<file path="src/rtl/branch_predict_unit.sv">
// Direct-mapped branch target buffer with saturating-counter direction prediction
// and a registered mispredict/redirect path. Define BPU_STATS_EN to add lookup/mispredict statistics.
module branch_predict_unit #(
  parameter int unsigned PC_WIDTH  = 9,
  parameter int unsigned ENTRIES   = 16,
  parameter int unsigned CTR_WIDTH = 2
) (
  input  logic                clk,
  input  logic                rst_n,
  input  logic                halt,
  input  logic                flush,
  input  logic [PC_WIDTH-1:0] lookup_pc,
  output logic                pred_hit,
  output logic                pred_taken,
  output logic [31:0]         pred_target,
  input  logic                resolve_valid,
  input  logic [PC_WIDTH-1:0] resolve_pc,
  input  logic                resolve_taken,
  input  logic                resolve_is_jump,
  input  logic [31:0]         resolve_target,
  input  logic                resolve_pred_taken,
  input  logic [31:0]         resolve_pred_target,
  output logic                mispredict,
  output logic [31:0]         redirect_pc
`ifdef BPU_STATS_EN
  ,
  output logic [31:0]         stat_lookups,
  output logic [31:0]         stat_mispredicts
`endif
);

  localparam int unsigned IDXW = $clog2(ENTRIES);
  localparam int unsigned TAGW = PC_WIDTH - IDXW - 2;
  localparam logic [CTR_WIDTH-1:0] CTR_MAX  = {CTR_WIDTH{1'b1}};
  localparam logic [CTR_WIDTH-1:0] CTR_WEAK = CTR_WIDTH'(1) << (CTR_WIDTH - 1);

  logic [ENTRIES-1:0]   valid_q;
  logic [TAGW-1:0]      tag_q [ENTRIES];
  logic [CTR_WIDTH-1:0] ctr_q [ENTRIES];
  logic [31:0]          tgt_q [ENTRIES];

  logic [IDXW-1:0]      l_idx;
  logic [TAGW-1:0]      l_tag;
  logic [IDXW-1:0]      r_idx;
  logic [TAGW-1:0]      r_tag;
  logic                 r_hit;
  logic                 upd_en;
  logic [CTR_WIDTH-1:0] upd_ctr;
  logic [31:0]          upd_tgt;
  logic                 wr_en;
  logic                 mis_c;
  logic [31:0]          redir_c;

  // Lookup reads only registered table state; same-cycle updates are not bypassed.
  assign l_idx       = lookup_pc[IDXW+1:2];
  assign l_tag       = lookup_pc[PC_WIDTH-1:IDXW+2];
  assign pred_hit    = valid_q[l_idx] && (tag_q[l_idx] == l_tag);
  assign pred_taken  = pred_hit && ctr_q[l_idx][CTR_WIDTH-1];
  assign pred_target = pred_taken ? tgt_q[l_idx] : (32'(lookup_pc) + 32'd4);

  assign r_idx = resolve_pc[IDXW+1:2];
  assign r_tag = resolve_pc[PC_WIDTH-1:IDXW+2];
  assign r_hit = valid_q[r_idx] && (tag_q[r_idx] == r_tag);

  // Next contents of the resolved entry; a not-taken miss leaves the table alone.
  always_comb begin
    upd_en  = 1'b0;
    upd_ctr = ctr_q[r_idx];
    upd_tgt = tgt_q[r_idx];
    if (r_hit) begin
      upd_en = 1'b1;
      if (resolve_taken) begin
        upd_tgt = resolve_target;
        if (upd_ctr != CTR_MAX) upd_ctr = upd_ctr + CTR_WIDTH'(1);
      end else if (upd_ctr != '0) begin
        upd_ctr = upd_ctr - CTR_WIDTH'(1);
      end
    end else if (resolve_taken) begin
      upd_en  = 1'b1;
      upd_ctr = CTR_WEAK;
      upd_tgt = resolve_target;
    end
    if (resolve_is_jump) upd_ctr = CTR_MAX;
  end

  assign wr_en   = resolve_valid && !halt && !flush && upd_en;
  assign mis_c   = (resolve_taken != resolve_pred_taken) ||
                   (resolve_taken && (resolve_target != resolve_pred_target));
  assign redir_c = resolve_taken ? resolve_target : (32'(resolve_pc) + 32'd4);

  // Table state; flush wins over a same-cycle allocation or update.
  always_ff @(posedge clk or negedge rst_n) begin
    if (!rst_n) begin
      valid_q <= '0;
      for (int i = 0; i < int'(ENTRIES); i++) begin
        tag_q[i] <= '0;
        ctr_q[i] <= '0;
        tgt_q[i] <= '0;
      end
    end else if (!halt) begin
      if (flush) begin
        valid_q <= '0;
      end else if (wr_en) begin
        valid_q[r_idx] <= 1'b1;
        tag_q[r_idx]   <= r_tag;
        ctr_q[r_idx]   <= upd_ctr;
        tgt_q[r_idx]   <= upd_tgt;
      end
    end
  end

  // One-cycle redirect pulse; redirect_pc only moves on a mispredict.
  always_ff @(posedge clk or negedge rst_n) begin
    if (!rst_n) begin
      mispredict  <= 1'b0;
      redirect_pc <= '0;
    end else if (halt) begin
      mispredict  <= 1'b0;
    end else begin
      mispredict <= resolve_valid && mis_c;
      if (resolve_valid && mis_c) redirect_pc <= redir_c;
    end
  end

`ifdef BPU_STATS_EN
  always_ff @(posedge clk or negedge rst_n) begin
    if (!rst_n) begin
      stat_lookups     <= '0;
      stat_mispredicts <= '0;
    end else if (!halt) begin
      stat_lookups <= stat_lookups + 32'd1;
      if (resolve_valid && mis_c) stat_mispredicts <= stat_mispredicts + 32'd1;
    end
  end
`endif

endmodule
</file>
<file path="config.mk">
export PLATFORM = sky130hd
export DESIGN_NAME = branch_predict_unit
export DESIGN_NICKNAME = d
export VERILOG_FILES = /design/src/rtl/branch_predict_unit.sv
export SDC_FILE = /design/constraint.sdc
export NUM_CORES = 1
export LEC_CHECK = 0
export BUFFER_PORTS_ARGS = -buffer_cell sky130_fd_sc_hd__buf_2
export CAP_MARGIN = 15
export CORE_ASPECT_RATIO = 2
export CORE_MARGIN = 5
export CORE_UTILIZATION = 50
export CTS_BUF_LIST = sky130_fd_sc_hd__clkbuf_4 sky130_fd_sc_hd__clkbuf_8 sky130_fd_sc_hd__clkbuf_16
export DETAILED_ROUTE_END_ITERATION = 6
export HOLD_SLACK_MARGIN = 0.02
export PLACE_DENSITY = 0.69
export SLEW_MARGIN = 20
export SYNTH_ARGS = -nofsm -noshare
export SYNTH_HDL_FRONTEND = slang
export SYNTH_SLANG_ARGS = --single-unit
</file>
<file path="constraint.sdc">
create_clock -name clk -period 3.41 [get_ports clk]
set_clock_uncertainty 0.2 [all_clocks]
set_input_delay 0.1705 -clock clk [delete_from_list [all_inputs] [get_ports clk]]
set_output_delay 0.1705 -clock clk [all_outputs]
set_load 0.05 [all_outputs]
</file>
; Word-level counts from Yosys, hierarchy flattened
; Index checks and enable logic that the tools add are counted.
[word_totals]
word_cells = 136
in_bits = 90
regBits = 641
[classes]
reduce_logical = 18
magnitude_cmp = 6
add_sub_neg = 4
bitwise = 5
n_eq_ne = 5
muxes = 47
[op_table]
columns = op, n
row1 = bitwise mux 512 bit, 1
row2 = binary-select mux 32 bit (select 4 bit), 2
row3 = 2-to-1 mux 32 bit, 8
row4 = demux 32 bit (select 4 bit), 1
row5 = bitwise mux 48 bit, 1
row6 = bitwise mux 32 bit, 1
row7 = 2-to-1 mux 16 bit, 2
row8 = != test 32 bit, 1
row9 = binary-select mux 3 bit (select 4 bit), 2
row10 = 2-to-1 mux 2 bit, 11
row11 = adder 9 x 3 -> 10 bit (second input constant), 2
row12 = binary-select mux 2 bit (select 4 bit), 2
row13 = bitwise OR 16 bit, 1
row14 = 2-to-1 mux 3 bit, 5
row15 = demux 3 bit (select 4 bit), 1
row16 = >= comparator 5 bit (second input constant), 2
row17 = logical AND 1 bit, 10
row18 = < comparator 4 x 5 -> 1 bit (second input constant), 2
row19 = NOT 4 -> 5 bit, 2
row20 = binary-select mux 1 bit (select 4 bit), 2
row21 = demux 2 bit (select 4 bit), 1
row22 = == test 3 bit, 2
row23 = 2-to-1 mux 1 bit, 6
row24 = < comparator 5 x 1 -> 1 bit (second input constant), 1
row25 = other kinds (12), 16

; Logic depth before layout (Yosys ltp)
; Gate-level depths: netlist of the first run.
[depth]
ltp_word = 10
depth_mapped = 13
mapped_depth_nobuf = 7

; Worst setup path after synthesis of the first run
; No wires, ideal clock.
[synth_path]
path_kind = input -> output
from = input lookup_pc[2]
to = output pred_target[22]
setup_slack_ps = -57
required_time_ps = 3039
arrival_time_ps = 3096
n_path_buf = 3
cell_stages = 9
path_cell_list = buf_2 -> buf_2 -> mux4_2 -> mux2i_1 -> mux2i_1 -> xor2_1 -> nor3_1 -> clkbuf_1 -> and3_1
[synth_between]
elab_chain_len = 8
[synth_lines]
columns = element, line_no
row1 = start: declaration, 12  ; input logic [PC_WIDTH-1:0] lookup_pc,
row2 = NOT 4 -> 5 bit (not written as such), 57  ; assign pred_hit = valid_q[l_idx] && (tag_q[l_idx] == l_tag);
row3 = binary-select mux 3 bit (select 4 bit), 57
row4 = 2-to-1 mux 3 bit (not written as such) (2 in a row), 57
row5 = == test 3 bit, 57
row6 = logical AND 1 bit *, 57
row7 = named net pred_hit, 13  ; output logic pred_hit,
row8 = logical AND 1 bit *, 58  ; assign pred_taken = pred_hit && ctr_q[l_idx][CTR_WIDTH-1];
row9 = 2-to-1 mux 32 bit *, 59  ; assign pred_target = pred_taken ? tgt_q[l_idx] : (32'(lookup_pc) + 32'd4);
row10 = end: declaration, 15  ; output logic [31:0] pred_target,
; Mark *: on every way through the listed nets, which the timed path passes. The rest lies on a longest branch. The select of a mux whose other input is x is not followed.

; Final worst setup path of the first run
[layout_path]
from = register tag_q[11] in the netlist's numbering
to = output pred_target[1]
[layout_between]
elab_chain_len = 7
[layout_lines]
columns = element, line_no
row1 = start: declaration, 38  ; logic [TAGW-1:0] tag_q [ENTRIES];
row2 = start signal: indexed assignment, 105  ; tag_q[r_idx] <= r_tag;
row3 = binary-select mux 3 bit (select 4 bit), 57
row4 = 2-to-1 mux 3 bit (not written as such) (2 in a row), 57
row5 = == test 3 bit, 57
row6 = logical AND 1 bit, 57
row7 = logical AND 1 bit, 58
row8 = 2-to-1 mux 32 bit, 59
; No other way between the ends. The select of a mux whose other input is x is not followed.

==> metrics.txt, run 1 <==
outcome=finished, violations left; failing checks=negative setup slack; Worst path slowest cell=mux4_2; initial antenna violation count=2; die height=385 microns; Starting Density=50.5%; WL/cell=30.1 microns; Crit. End Element=output port; Final Critical Period=3.61 ns; H-tree levels=2; cells along the critical path=mux4_2 -> mux4_2 -> xnor2_2 -> nand2_2 -> nor3_4 -> buf_12 -> nand2_8 -> buf_16 -> mux2_4 -> buf_8; port buffer count=156; Synth Instances=2253; area of the mapped netlist=35200 sq um; MaxCap Viol Count=0; total global routing overflow=0; CP top delay family=multiplexers; Max Buffers Root-to-Sink=3; final worst slack=-0.195 ns; share of cells above drive strength 1=53.5%; WP data required=3.04 ns; Yosys top cell area share=45.6%; synth warn=0; post-route core utilization=57.8%; Leakage=18.3 nW; crit path DAT=3.23 ns; crit path max fanout=5; Max-slew headroom=47.0%; Final Instance Area=40300 sq um; CP max stage delay=0.52 ns; most used cell, CP=mux4_2; Yosys cell types=59; DP Area=37400 sq um; register bit count reported by yosys=641; number of flops mapped to enable cells by yosys=0; Vias=22100; drt drc=0; RR Startpoint=tag_q[38]; antenna viol nets, final=0; Worst-Margin Slew=0.789 ns; RSZ-0062 raised after global routing=true; Final Hold Viols=0; post-synthesis sequential area ratio=45.6%; Clock transition at path regs=0.07 ns; pre-CTS setup slack=-0.246 ns; cts bufs inserted=55; FP Rows=137; Crit path buffers/inverters=3; iteration count of the initial detailed-routing pass=5; first-pass GRT wire length=154000 microns; DR vias/cell=6.58; initial DRC count=1710; later-pin clock latency in the skew report=0.62 ns; asr flop ratio synth=100%; io pins=157; CTS tree=done; VDD IR max=0.394 mV; DIE WIDTH=198 microns; vias in the first global route=24200; HPWL after DPL=65100 microns; Setup Crit Path Kind=flip-flop to output port; final worst path period share=106%; Synth top cells by count=641 x dfrtp_1, 479 x mux2_2, 361 x mux4_2; die area=76100 sq um; Routed WL=101000 microns; count leader, synth=dfrtp_1; CP startpoint=tag_q[11]; hold_sp=resolve_target[7]; Fin Setup TNS=-5.29 ns; Synth area leader=dfrtp_1; clock sink total=641; Fmax=0.277 GHz; gpl congestion=0.908; synthesis-to-finish area growth=14.5%; Tightest Hold Check Type=input port to flip-flop; CTS root buf=clkbuf_16; total power=17.7 mW; largest net degree at the start of global routing=100; Total GRT Usage=26.8%; critical path launch point type=flip-flop; # setup viols final=34; fin. max-slew vios=0; mean area per synthesized cell=15.6 sq um; largest cells by area after synthesis=dfrtp_1 46%, mux4_2 23%, mux2_2 15%; Main synth FF type=dfrtp_1; CORE AREA=69800 sq um; PD cells=439 nW/um^2; nets@finish=2502; Syn Nets=2348
[through the flow]
| step | hold slack, ns | cells |
|---|---|---|
| 3_5_place_dp | 0.0201 | 3197 |
| 6_report | 0.0991 | 3356 |
| 5_1_grt | 0.0695 | 3354 |
| 2_1_floorplan | -0.325 | 2253 |
| 3_3_place_gp | 0.00806 | 3197 |
| 4_1_cts | 0.0515 | 3349 |
[flip-flops by register name, indices dropped and copies added (netlist names)]
register     flops
mispredict       1
tgt_q          512
ctr_q           32
valid_q         16
tag_q           48
redirect_pc     32
[logic make-up after synthesis]
logic type                 count (synthesis)  synth area share (%)
muxes                                    983                  43.4
DFF                                      641                  45.6
buffers and inverters                    240                  3.97
and+or+nand+nor                          230                  3.12
AOI/OAI and AO/OA                        105                  2.54
xor gates and xnor gates                  49                  1.24
adders and majority gates                  5                 0.178
[repair_timing]
item	in CTS	in global routing
pin swaps	3	4
hold endpoints to repair	623	0
endpoints found under the setup margin	34	77
cloned	1	2
setup buffers	4	3
gates resized for setup	90	11
hold buffers	46	0
[per-layer routing]
layer / GRT usage (%) / part of all wire [%]
met1: 33.8 / 37
met2: 46.6 / 52
met3: 3.85 / 6.1
met4: 10.4 / 4.6
met5: 0 / 0
[worst paths after layout]
kind                                    to  slack, ns  cells after the start
min                         redirect_pc[7]        0.1                      4
min reg2reg                redirect_pc[15]       0.30                      1
max                         pred_target[1]      -0.20                     10
max reg2reg                     tgt_q[310]       0.04                      9
max in group asynchronous        tgt_q[58]       2.23                      4
min in group asynchronous       tgt_q[490]       0.14                      3
[layout make-up]
class	instances	area, sq um
diodes	2	5.00
clock buffers	81	1660
clock inverters	20	259
fillers	5282	29400
inverters	20	76.3
multi-input cells	1372	18000
flip-flops and latches	641	16000
well taps	903	1130
repair buffers	317	3130
[worst register-to-register path, stage by stage, from the launching register on]
cell and delay, ns:
dfrtp_1 0.38, buf_4 0.14, mux4_2 0.47, mux2i_1 0.21, xnor2_1 0.14, nor3_4 0.27, o21ai_4 0.21, a21oi_4 0.54
buf_12 0.31, mux2_2 0.39
[power by group]
| group | total, mW | internal [mW] | switching (mW) |
|---|---|---|---|
| logic | 2.57 | 1.18 | 1.40 |
| registers | 8.37 | 8.04 | 0.325 |
| clock network | 6.76 | 3.84 | 2.93 |
| total | 17.7 | 13.1 | 4.65 |
[cell usage in the layout, fill, tap and decap left out, drive strengths merged, types with 14 or more instances in the layout]
cell         instances
a21oi               17
buf                270
mux2i               27
xnor2               16
o21ai               14
xor2                33
mux4               361
nand3               16
a22o                23
dfrtp              641
mux2               595
dlygate4sd3         45
inv                 20
and3                28
nand2              128
clkbuf              83
(Power assumes the default switching activity.)
==> inputs of run 2 (changes only) <==
ABC_AREA = 1   (was unset)
==> run 2 against run 1 <==
Against the previous run:
- largest cell class unchanged
- hold slack got worse by 0.072 ns
- sequential share of layout area down 0.41 points
- worst setup slack gained 0.33 ns
- global-route usage grew 7.9 points
- sequential power increased by 6.6%
- synthesized cell count up 130%
- non-clock buffer count is 39 higher
- utilization shrank 1.6 points
- die area grew 3.1%
- design area rose by 1.0%
- the flow now finishes without violations
- clock power grew 0.9%
- flip-flop and latch count stayed put
- critical endpoint is now pred_target[24]
==> metrics.txt, run 2 <==
outcome=completed (was finished, violations left); final worst path period share=96.0% (was 106%); CTS root buf=clkbuf_16 (unchanged); initial antenna violation count=1 (was 2); register bit count reported by yosys=641 (unchanged); gpl congestion=0.926 (was 0.908); CTS tree=done (unchanged); Max-slew headroom=48.3% (was 47.0%); RR Startpoint=tag_q[28] (was tag_q[38]); final worst slack=0.138 ns (was -0.195 ns); setup bufs post-CTS=0 (was 4); crit path DAT=2.90 ns (was 3.23 ns); Main synth FF type=dfrtp_1 (unchanged); Synth area leader=dfrtp_1 (unchanged); post-synthesis sequential area ratio=44.1% (was 45.6%); VDD IR max=0.430 mV (was 0.394 mV); CORE AREA=72500 sq um (was 69800 sq um); fin. max-slew vios=0 (unchanged); first-pass GRT wire length=212000 microns (was 154000 microns); clock sink total=641 (unchanged); Starting Density=50.1% (was 50.5%); Biggest register=tgt_q (unchanged); Syn Nets=5189 (was 2348); io pins=157 (unchanged); Final Instance Area=40700 sq um (was 40300 sq um); synthesis-to-finish area growth=12.1% (was 14.5%); H-tree levels=2 (unchanged); worst reg2reg setup slack=0.43 ns (was 0.04 ns); Vias=36700 (was 22100); largest cells by area after synthesis=dfrtp_1 44%, o21ai_0 14%, nand2_1 13% (was dfrtp_1 46%, mux4_2 23%, mux2_2 15%); WL/cell=23.1 microns (was 30.1 microns); synth warn=0 (unchanged); share of cells above drive strength 1=8.96% (was 53.5%); pre-CTS setup slack=0.371 ns (was -0.246 ns); die area=78500 sq um (was 76100 sq um); mean area per synthesized cell=7.14 sq um (was 15.6 sq um); total global routing overflow=0 (unchanged); Post-Place Cells=5887 (was 3197); Leakage=19.5 nW (was 18.3 nW); Final Non-Filler Cells=6044 (was 3356); die height=391 microns (was 385 microns); asr flop ratio synth=100% (unchanged); Final Critical Period=3.27 ns (was 3.61 ns); total power=19.7 mW (was 17.7 mW); MaxCap Viol Count=0 (unchanged); largest net degree at the start of global routing=164 (was 100); initial DRC count=4119 (was 1710); # setup viols final=0 (was 34); biggest regs=tgt_q (512), tag_q (48) (unchanged); DR vias/cell=6.07 (was 6.58); cells along the critical path=inv_1 -> a21oi_1 -> o21ai_0 -> nand3_1 -> nand3_1 -> nand3_2 -> nand2_1 -> o21ai_0 -> nor2_1 -> nand3_2 -> buf_12 -> nor2_1 -> buf_2 (was mux4_2 -> mux4_2 -> xnor2_2 -> nand2_2 -> nor3_4 -> buf_12 -> nand2_8 -> buf_16 -> mux2_4 -> buf_8); Synth top cells by count=1228 x nand2_1, 1026 x o21ai_0, 662 x a21oi_1 (was 641 x dfrtp_1, 479 x mux2_2, 361 x mux4_2); nets@finish=5175 (was 2502); Yosys top cell area share=44.1% (was 45.6%); commonest non-fill, non-tap cell in the layout=nand2_1 (was dfrtp_1); CP max stage delay=0.36 ns (was 0.52 ns); Crit. End Element=output port (unchanged); drt drc=0 (unchanged); cts bufs inserted=59 (was 55); PD cells=484 nW/um^2 (was 439 nW/um^2); Max Buffers Root-to-Sink=3 (unchanged); iteration count of the initial detailed-routing pass=6 (was 5); port buffer count=156 (unchanged); Synth Instances=5094 (was 2253); commonest cells after routing, fill and taps aside=1227 x nand2_1, 1024 x o21ai_0, 662 x a21oi_1 (was 641 x dfrtp_1, 478 x mux2_2, 361 x mux4_2); Fmax=0.306 GHz (was 0.277 GHz); later-pin clock latency in the skew report=0.67 ns (was 0.62 ns); Tightest Hold Check Type=input port to asynchronous set/reset pin (was input port to flip-flop); antenna viol nets, final=0 (unchanged); DP Area=38200 sq um (was 37400 sq um); Critical R2R Capture=valid_q[3] (was tgt_q[310]); Yosys cell types=43 (was 59); Clock transition at path regs=0.06 ns (was 0.07 ns); Worst path slowest cell=dfrtp_1 (was mux4_2); max reg flops=512 (unchanged); Routed WL=140000 microns (was 101000 microns); DIE WIDTH=201 microns (was 198 microns); Total GRT Usage=34.6% (was 26.8%); Setup Crit Path Kind=flip-flop to output port (unchanged); crit path max fanout=22 (was 5); vias in the first global route=35400 (was 24200); area of the mapped netlist=36400 sq um (was 35200 sq um); Worst-Margin Slew=0.775 ns (was 0.789 ns); number of flops mapped to enable cells by yosys=0 (unchanged); Final Hold Viols=0 (unchanged); count leader, synth=nand2_1 (was dfrtp_1); HPWL after DPL=84200 microns (was 65100 microns); WP data required=3.04 ns (about the same); Worst Reg-to-Reg Cells=16 (was 9); critical path launch point type=flip-flop (unchanged); FP Rows=140 (was 137)
-- run 2: cell count changes after synthesis, sizes merged, moves of 206 or more --
| cell | before | now |
|---|---|---|
| mux4 | 361 | 0 |
| o21ai | 14 | 1139 |
| mux2 | 595 | 0 |
| nand2 | 128 | 1233 |
| a21oi | 17 | 662 |
| nor2 | 6 | 212 |
| inv | 20 | 437 |
-- run 2: logic make-up after synthesis --
logic type      Yosys count  share of synthesized area (%)
compound gates         1931                           27.7
simple gates           1622                           17.8
flops                   641                           44.1
buf+inv                 874                           9.74
fa+ha+maj                 5                          0.172
xor+xnor                 21                          0.506
-- run 2: worst max path at each step --
stage | cells past startpoint | endpoint | from | slack (ns)
2_1_floorplan | 10 | pred_target[8] | lookup_pc[2] | 0.16
3_3_place_gp | 8 | pred_target[31] | lookup_pc[3] | 0.41
3_5_place_dp | 17 | tgt_q[370] | resolve_pc[2] | 0.37
4_1_cts | 13 | pred_target[2] | tag_q[42] | 0.01
5_1_grt | 13 | pred_target[24] | tag_q[30] | -0.02
6_report | 13 | pred_target[24] | tag_q[42] | 0.14
-- run 2: timing repair --
item                                   CTS  global route
endpoints found under the hold margin  866             0
gates resized for setup                  1            15
setup endpoints to repair                1            33
hold buffers                            55             0
-- run 2: layer usage --
metal	up-vias	track usage, %	wire length [microns]
met5	-	0	0
met3	547	4.43	12100
met1	17300	41.6	49600
met4	0	26.5	13300
li1	16800	-	-
met2	2059	56.7	64900
-- run 2: layout make-up --
class	instances	area [sq um]
Antenna cell	1	2.50
Clock buffer	85	1750
Fill cell	6912	31800
Multi-Input combinational cell	3579	16900
Tap cell	923	1150
Inverter	443	1680
Clock inverter	16	151
Sequential cell	641	16000
Timing Repair Buffer	356	3090
-- run 2: report_power, final --
| part | total (mW) | internal [mW] | switching (mW) | leakage, nW |
|---|---|---|---|---|
| clock network | 6.82 | 3.69 | 3.13 | 0.948 |
| logic | 4.00 | 1.19 | 2.81 | 11.2 |
| registers | 8.92 | 8.51 | 0.407 | 7.37 |
-- run 2: through the flow --
step / hold WS (ns) / utilization, % / setup TNS (ns)
2_1_floorplan: -0.325 / - / 0
3_3_place_gp: -0.0452 / 52.7 / 0
3_5_place_dp: -0.0452 / 52.7 / 0
4_1_cts: 0.0259 / 56.1 / 0
5_1_grt: 0.0288 / 56.2 / -0.123
6_report: 0.0266 / 56.2 / 0
-- run 2: critical path: cells and delay by family (launching register included) --
| kind | cells | cell delay (ns) |
|---|---|---|
| flops | 1 | 0.36 |
| buf+inv | 3 | 0.62 |
| compound gates | 3 | 0.33 |
| simple gates | 7 | 0.90 |
